===== config.mk =====
export PLATFORM = sky130hd
export DESIGN_NAME = layer_compositor
export DESIGN_NICKNAME = d
export VERILOG_FILES = /design/src/rtl/layer_compositor.sv
export SDC_FILE = /design/constraint.sdc
export NUM_CORES = 1
export LEC_CHECK = 0
export ABC_AREA = 1
export CAP_MARGIN = 25
export CORE_MARGIN = 2
export CORE_UTILIZATION = 43
export DETAILED_ROUTE_END_ITERATION = 10
export GPL_TIMING_DRIVEN = 1
export MAX_ROUTING_LAYER = met4
export PLACE_DENSITY = 0.87
export SYNTH_ARGS = -nofsm -noshare
export SYNTH_HDL_FRONTEND = slang
export SYNTH_SLANG_ARGS = --single-unit

===== constraint.sdc =====
create_clock -name clk -period 2.1 [get_ports clk]
set_input_delay 0.315 -clock clk [delete_from_list [all_inputs] [get_ports clk]]
set_output_delay 0.315 -clock clk [all_outputs]
set_load 0.03 [all_outputs]

===== src/rtl/layer_compositor.sv =====
// layer_compositor: prioritised sprite/overlay pixel compositor with PLAY/DYING/OVER game-state control
module layer_compositor #(
  parameter int LAYER_NUM   = 4,
  parameter int RGB_W       = 12,
  parameter int FALL_LIMIT  = 600,
  parameter int DEAD_FRAMES = 30,
  parameter int CNT_W       = 8
) (
  input  logic                       clk,
  input  logic                       rst,
  input  logic [3:0]                 keys,
  input  logic [9:0]                 col,
  input  logic [9:0]                 row,
  input  logic [RGB_W-1:0]           bg_rgb,
  input  logic [LAYER_NUM-1:0]       layer_hit,
  input  logic [LAYER_NUM*RGB_W-1:0] layer_rgb,
  input  logic [LAYER_NUM-1:0]       layer_en,
  input  logic                       overlay_hit,
  input  logic [RGB_W-1:0]           overlay_rgb,
  input  logic                       hazard,
  input  logic [9:0]                 kid_y,
  output logic [RGB_W-1:0]           rgb_out,
  output logic                       game_reset,
  output logic [1:0]                 state,
  output logic [CNT_W-1:0]           death_count,
  output logic                       frame_start
);
  typedef enum logic [1:0] {PLAY = 2'd0, DYING = 2'd1, OVER = 2'd2} state_t;
  // flash_cnt must hold DEAD_FRAMES-1 and always have a bit 2 for the flash
  localparam int FW = DEAD_FRAMES > 8 ? $clog2(DEAD_FRAMES) : 3;
  localparam logic [FW-1:0] LAST = FW'(DEAD_FRAMES - 1);
  localparam logic [9:0] FALL_Y = 10'(FALL_LIMIT);
  state_t           state_q, state_d;
  logic [FW-1:0]    flash_cnt_q, flash_cnt_d;
  logic [CNT_W-1:0] death_count_q, death_count_d;
  logic [RGB_W-1:0] pix_q, pix_d, ov_rgb_q, rgb_out_q, rgb_out_d;
  logic             ov_hit_q, org_q, frame_start_q, frame_start_d, game_reset_q, game_reset_d;
  logic             at_org, unused_keys;
  assign at_org = col == 10'd0 && row == 10'd0;
  assign unused_keys = ^keys[2:0];
  always_comb begin
    pix_d = bg_rgb;
    for (int i = 0; i < LAYER_NUM; i++)
      if (layer_hit[i] && layer_en[i]) pix_d = layer_rgb[i*RGB_W +: RGB_W];
    rgb_out_d = (state_q == OVER && ov_hit_q) ? ov_rgb_q :
                (state_q == DYING && flash_cnt_q[2]) ? ~pix_q : pix_q;
    frame_start_d = at_org && !org_q;
    state_d = state_q;
    flash_cnt_d = flash_cnt_q;
    death_count_d = death_count_q;
    if (state_q == PLAY && (hazard || kid_y > FALL_Y)) begin
      state_d = DYING;
      flash_cnt_d = '0;
      death_count_d = &death_count_q ? death_count_q : death_count_q + 1'b1;
    end else if (state_q == DYING && frame_start_q) begin
      state_d = flash_cnt_q == LAST ? OVER : DYING;
      flash_cnt_d = flash_cnt_q + 1'b1;
    end else if (state_q == OVER && keys[3]) begin
      state_d = PLAY;
    end
    game_reset_d = rst || state_d == OVER;
  end
  always_ff @(posedge clk) begin
    game_reset_q <= game_reset_d;
    if (rst) begin
      state_q <= PLAY;
      flash_cnt_q <= '0;
      death_count_q <= '0;
      pix_q <= '0;
      ov_hit_q <= 1'b0;
      ov_rgb_q <= '0;
      rgb_out_q <= '0;
      org_q <= 1'b0;
      frame_start_q <= 1'b0;
    end else begin
      state_q <= state_d;
      flash_cnt_q <= flash_cnt_d;
      death_count_q <= death_count_d;
      pix_q <= pix_d;
      ov_hit_q <= overlay_hit;
      ov_rgb_q <= overlay_rgb;
      rgb_out_q <= rgb_out_d;
      org_q <= at_org;
      frame_start_q <= frame_start_d;
    end
  end
  assign rgb_out = rgb_out_q;
  assign game_reset = game_reset_q;
  assign state = state_q;
  assign death_count = death_count_q;
  assign frame_start = frame_start_q;
endmodule

Yosys cells after proc, flatten, opt, wreduce, memory -nomap -nowiden:

Index checks and enable logic that the tools add are counted.

* bits in registers: 55
* input port bits: 118
* output and inout bits: 24
* logic and storage cells: 49

* reduce and logical (&&, ||, !) cells: 20
* muxes and demuxes: 10
* bitwise operators: 2
* equality and inequality tests: 4
* order comparisons: 1
* add/subtract/negate cells: 2

Operator list (count)
* 12-bit 2-to-1 mux: 6
* 10-bit zero test: 2
* 12-bit inverter: 1
* 1-bit logical AND: 11
* 10-bit > comparator, second input constant: 1
* 8-bit by 1-bit adder with 8-bit output, second input constant: 1
* 2-bit 2-to-1 mux: 4
* 8-bit AND reduction: 1
* 5-bit by 1-bit adder with 5-bit output, second input constant: 1
* 5-bit == test, second input constant: 1
* 2-bit == test, second input constant: 2
* 2-bit by 1-bit == test with 1-bit output, second input constant: 1
* 2-bit zero test: 1
* 1-bit logical OR: 2
* 2-bit AND reduction: 1
* 2-bit OR reduction: 1
* 1-bit zero test: 1
* 1-bit inverter: 1

Logic depth before layout (Yosys ltp):

* depth in word-level cells: 7
* depth in mapped cells: 11

Worst setup path after synthesis:

No wires, ideal clock.

* path type: flip-flop to flip-flop
* from: reg death_count_q[0], in the netlist death_count[0]
* to: reg death_count_q[0], in the netlist death_count[0]
* clock period less this slack: 1608 ps
* setup time: 110 ps
* data arrival time: 1498 ps
* slack: 492 ps
* cell stages (with the launch flop): 9
* buffers on the path: 0
* cells stage by stage: dfxtp_1 > ha_1 > nand2_1 > nor3_2 > nand3_1 > nand3_1 > nand2_1 > inv_1 > nor2_2

* longest elaborated chain between the ends: 3
* elaborated cells between the ends (all ways): 4

RTL lines
* start, declared: line 35 `logic [CNT_W-1:0] death_count_q, death_count_d;`
* start signal, assigned: line 78 `death_count_q <= death_count_d;`
* branches (longest 3 deep; another with 8-bit by 1-bit adder with 8-bit output)

Parallel ways; which one is timed is not known.
A chain may end at the register's enable or synchronous reset.

Worst setup path after layout:

* from: reg state_q[0], in the netlist state[0]
* to: out state[0]

RTL lines
* start, declared: line 33 `state_t state_q, state_d;`
* start signal, assigned: line 76 `state_q <= state_d;`
* end, declared: line 24 `output logic [1:0] state,`

No word-level cell between the ends.

==> impl_results.md <==
- Status: completed
- Nets: 623
- Total Die Area: 0.00694 mm²
- Clock power share: 25.4%
- Largest net degree at the start of global routing: 25
- Synth Flop Type: dfxtp_1
- Hold Path Stages: 1
- EDFF count, synth: 0
- Core outline area: 0.00599 mm²
- Top-count cell post-synth: dfxtp_1
- Power Internal: 1.65 mW
- ANT nets after route: 0
- Layout cells sized above 1: 6.36%
- Setup Crit Path Kind: reg -> out
- Final WL: 7250 µm
- WL/cell: 12.5 µm
- PostCTS Resize Cnt: 0
- CTS Sinks: 55
- Tmin final: 1.78 ns
- Sequential power share: 50.2%
- Iter 0 DRT Violations: 132
- Mapped Cells: 370
- Core Rows: 28
- Hpwl dp: 5900 µm
- F_max: 0.562 GHz
- Clock insertion delay at the later pin of the skew report: 0.31 ns
- Worst-Margin Slew: 0.777 ns
- Family with the most delay on the worst path: buffers and inverters
- Critical path peak fanout: 5
- Die width: 83.3 µm
- DR vias: 2921
- Drc violations: 0
- Antenna violations before repair: 0
- NetSw: 0.598 mW
- Cell Area, Synth: 0.00270 mm²
- PD cells: 533 mW/mm²
- Syn nets: 491
- Post-synth top cells: dfxtp_1, nand2_1, nand3_1
- Buf/Inv on CP: 1
- Startpoint types: flop
- Syn Area/Cell: 7.30 µm²
- Leading area contributor after synthesis: dfxtp_1
- RSZ-0062 raised after global routing: false
- Synth warn: 0
- Final-report max-slew violation count: 0
- Min-Delay Startpoint: org_q$_SDFF_PP0_
- Power, Total: 2.25 mW
- Flip-flop and latch count after synthesis: 55
- Max Cap Violations: 0
- Vias in the first global route: 2838
- Layout Skew: 0.00844 ns
- Initial Util: 45.1%
- Antenna diodes: 0
- Final number of hold-violating endpoints: 0
- TritonCTS Buffers: 5
- Setup_tns: 0 ns
- Combinational power share: 24.4%
- Chip height: 83.3 µm
- Reg2reg setup slack: 0.48 ns
- Worst hold path type: reg -> reg
- CTS root buffer: clkbuf_8
- Total global routing track utilization: 21.1%
- Setup-failing EPs final: 0
- Final period utilization: 84.7%
- Leakage power: 1.71 nW
- Overflow after GRT: 0
- Relative slew slack: 48.1%
- Gpl congestion: 0.850
- Asr flop ratio synth: 0%
- RR Endpoint: rgb_out[7]$_SDFF_PP0_
- Max VDD drop: 0.282 mV
- Post-CTS Setup Inserts: 0
- Post-route design area: 0.00422 mm²
- Slowest cell on the critical path: clkdlybuf4s50_1
- Synth-to-layout area growth: 56.3%
- First-pass GRT wire length: 12000 µm
- Clock-pin slew on the worst setup and hold paths: 0.09 ns
- Crit. End Element: primary output
- DRT Pass-1 Iters: 5
- Switching share of power: 26.6%
- R2r startpoint: state[0]$_SDFF_PP0_
- CTS tree: built
- Ports: 142
- Crit path cell chain: clkdlybuf4s50_1
- Placed instance area: 0.00414 mm²
- H-tree depth: 2
- Slowest stage delay, CP: 0.72 ns
- WP data required: 1.78 ns
- Clock Tree Buf Depth: 2
- Area contributors post-synth: dfxtp_1, nand3_1, nand2_1, inv_1, o21ai_0
- Post-CTS Hold Fix Bufs: 0
- Number of cells on the worst reg-to-reg path: 4
- WP data arrival: 1.46 ns
- Synth top area share: 40.7%
- I/O Buffers: 138
- Via/cell ratio: 5.05
- Count of different cell masters after synthesis: 26
- Register area share after synthesis: 40.7%
- Hold path endpoint: frame_start$_SDFF_PP0_
==> kinds of logic (layout without fill, tap and decap cells) <==
kind of cell    count (synthesis)  after routing  synth area share, %
flops                          55             55                 40.7
buf+inv                        66            199                 9.91
simple gates                  163            163                 28.8
xor+xnor                       15             15                 4.86
compound gates                 68             68                 14.3
fa+ha+maj                       3              3                 1.39
==> per-stage QoR <==
| step | worst slack, ns | util, % | std cells | hold slack, ns |
|---|---|---|---|---|
| after global routing | 0.268 | 70.5 | 578 | 0.404 |
| after global placement | 0.435 | 69.0 | 570 | 0.384 |
| after CTS | 0.304 | 70.5 | 578 | 0.401 |
| after floorplan | 0.492 | - | 370 | 0.376 |
| final | 0.322 | 70.5 | 578 | 0.400 |
| after detailed placement | 0.376 | 69.0 | 570 | 0.393 |
==> placed cells by master, fill, tap and decap left out, types with 11 or more instances in the layout <==
| cell type | n |
|---|---|
| clkdlybuf4s50_1 | 138 |
| nor2_1 | 27 |
| a31oi_1 | 12 |
| a21oi_1 | 17 |
| o211ai_1 | 12 |
| xor2_1 | 14 |
| o21ai_0 | 27 |
| inv_1 | 46 |
| nand3_1 | 47 |
| nand2_1 | 52 |
| dfxtp_1 | 55 |
| nand4_1 | 11 |
==> final cells by class <==
| cell class | instances | area, µm² |
|---|---|---|
| fill | 479 | 1770 |
| inverter | 46 | 173 |
| clock inverter | 2 | 16.3 |
| tap | 75 | 93.8 |
| multi-input combinational | 249 | 1330 |
| clock buffer | 6 | 72.6 |
| timing repair buffer | 145 | 1430 |
| sequential | 55 | 1100 |
==> worst reg2reg max path: cells and delay by family, from the launching register on <==
family | cells | cell delay [ns]
AOI/OAI and AO/OA | 2 | 0.47
and+or+nand+nor | 1 | 0.54
DFF | 1 | 0.37
buffers and inverters | 1 | 0.11
==> state kept, by name, indices dropped and copies added (netlist names) <==
| register | cells |
|---|---|
| org_q | 1 |
| ov_rgb_q | 12 |
| ov_hit_q | 1 |
| game_reset | 1 |
| state | 2 |
| rgb_out | 12 |
| frame_start | 1 |
| flash_cnt_q | 5 |
| death_count | 8 |
| pix_q | 12 |
==> how the worst max path moves through the flow <==
stage                     cells after the start                           to                         from
after floorplan                               8  death_count[0]$_SDFFE_PP0P_  death_count[0]$_SDFFE_PP0P_
after global placement                        9  flash_cnt_q[1]$_SDFFE_PP0P_                     kid_y[8]
after detailed placement                      9  flash_cnt_q[1]$_SDFFE_PP0P_                     kid_y[8]
after CTS                                     1                     state[0]          state[0]$_SDFF_PP0_
after global routing                          4        rgb_out[2]$_SDFF_PP0_          state[0]$_SDFF_PP0_
final                                         1                     state[0]          state[0]$_SDFF_PP0_
==> power groups by stage <==
stage	logic [mW]	clock network (mW)	registers [mW]
CTS	0.551	0.591	1.13
detailed placement	0.549	0	1.16
finish	0.549	0.572	1.13
global route	0.597	0.637	1.14
floorplan	0.198	0	1.20
global placement	0.538	0	1.15
==> per-layer routing <==
layer,up-vias,global-route usage [%],wire length [µm]
li1,1491,-,-
met1,1296,21.6,2830
met2,121,40.0,3790
met3,13,4.87,528
met4,0,5.66,107
met5,-,-,0
Note: power is estimated with default switching activity, not from simulation.
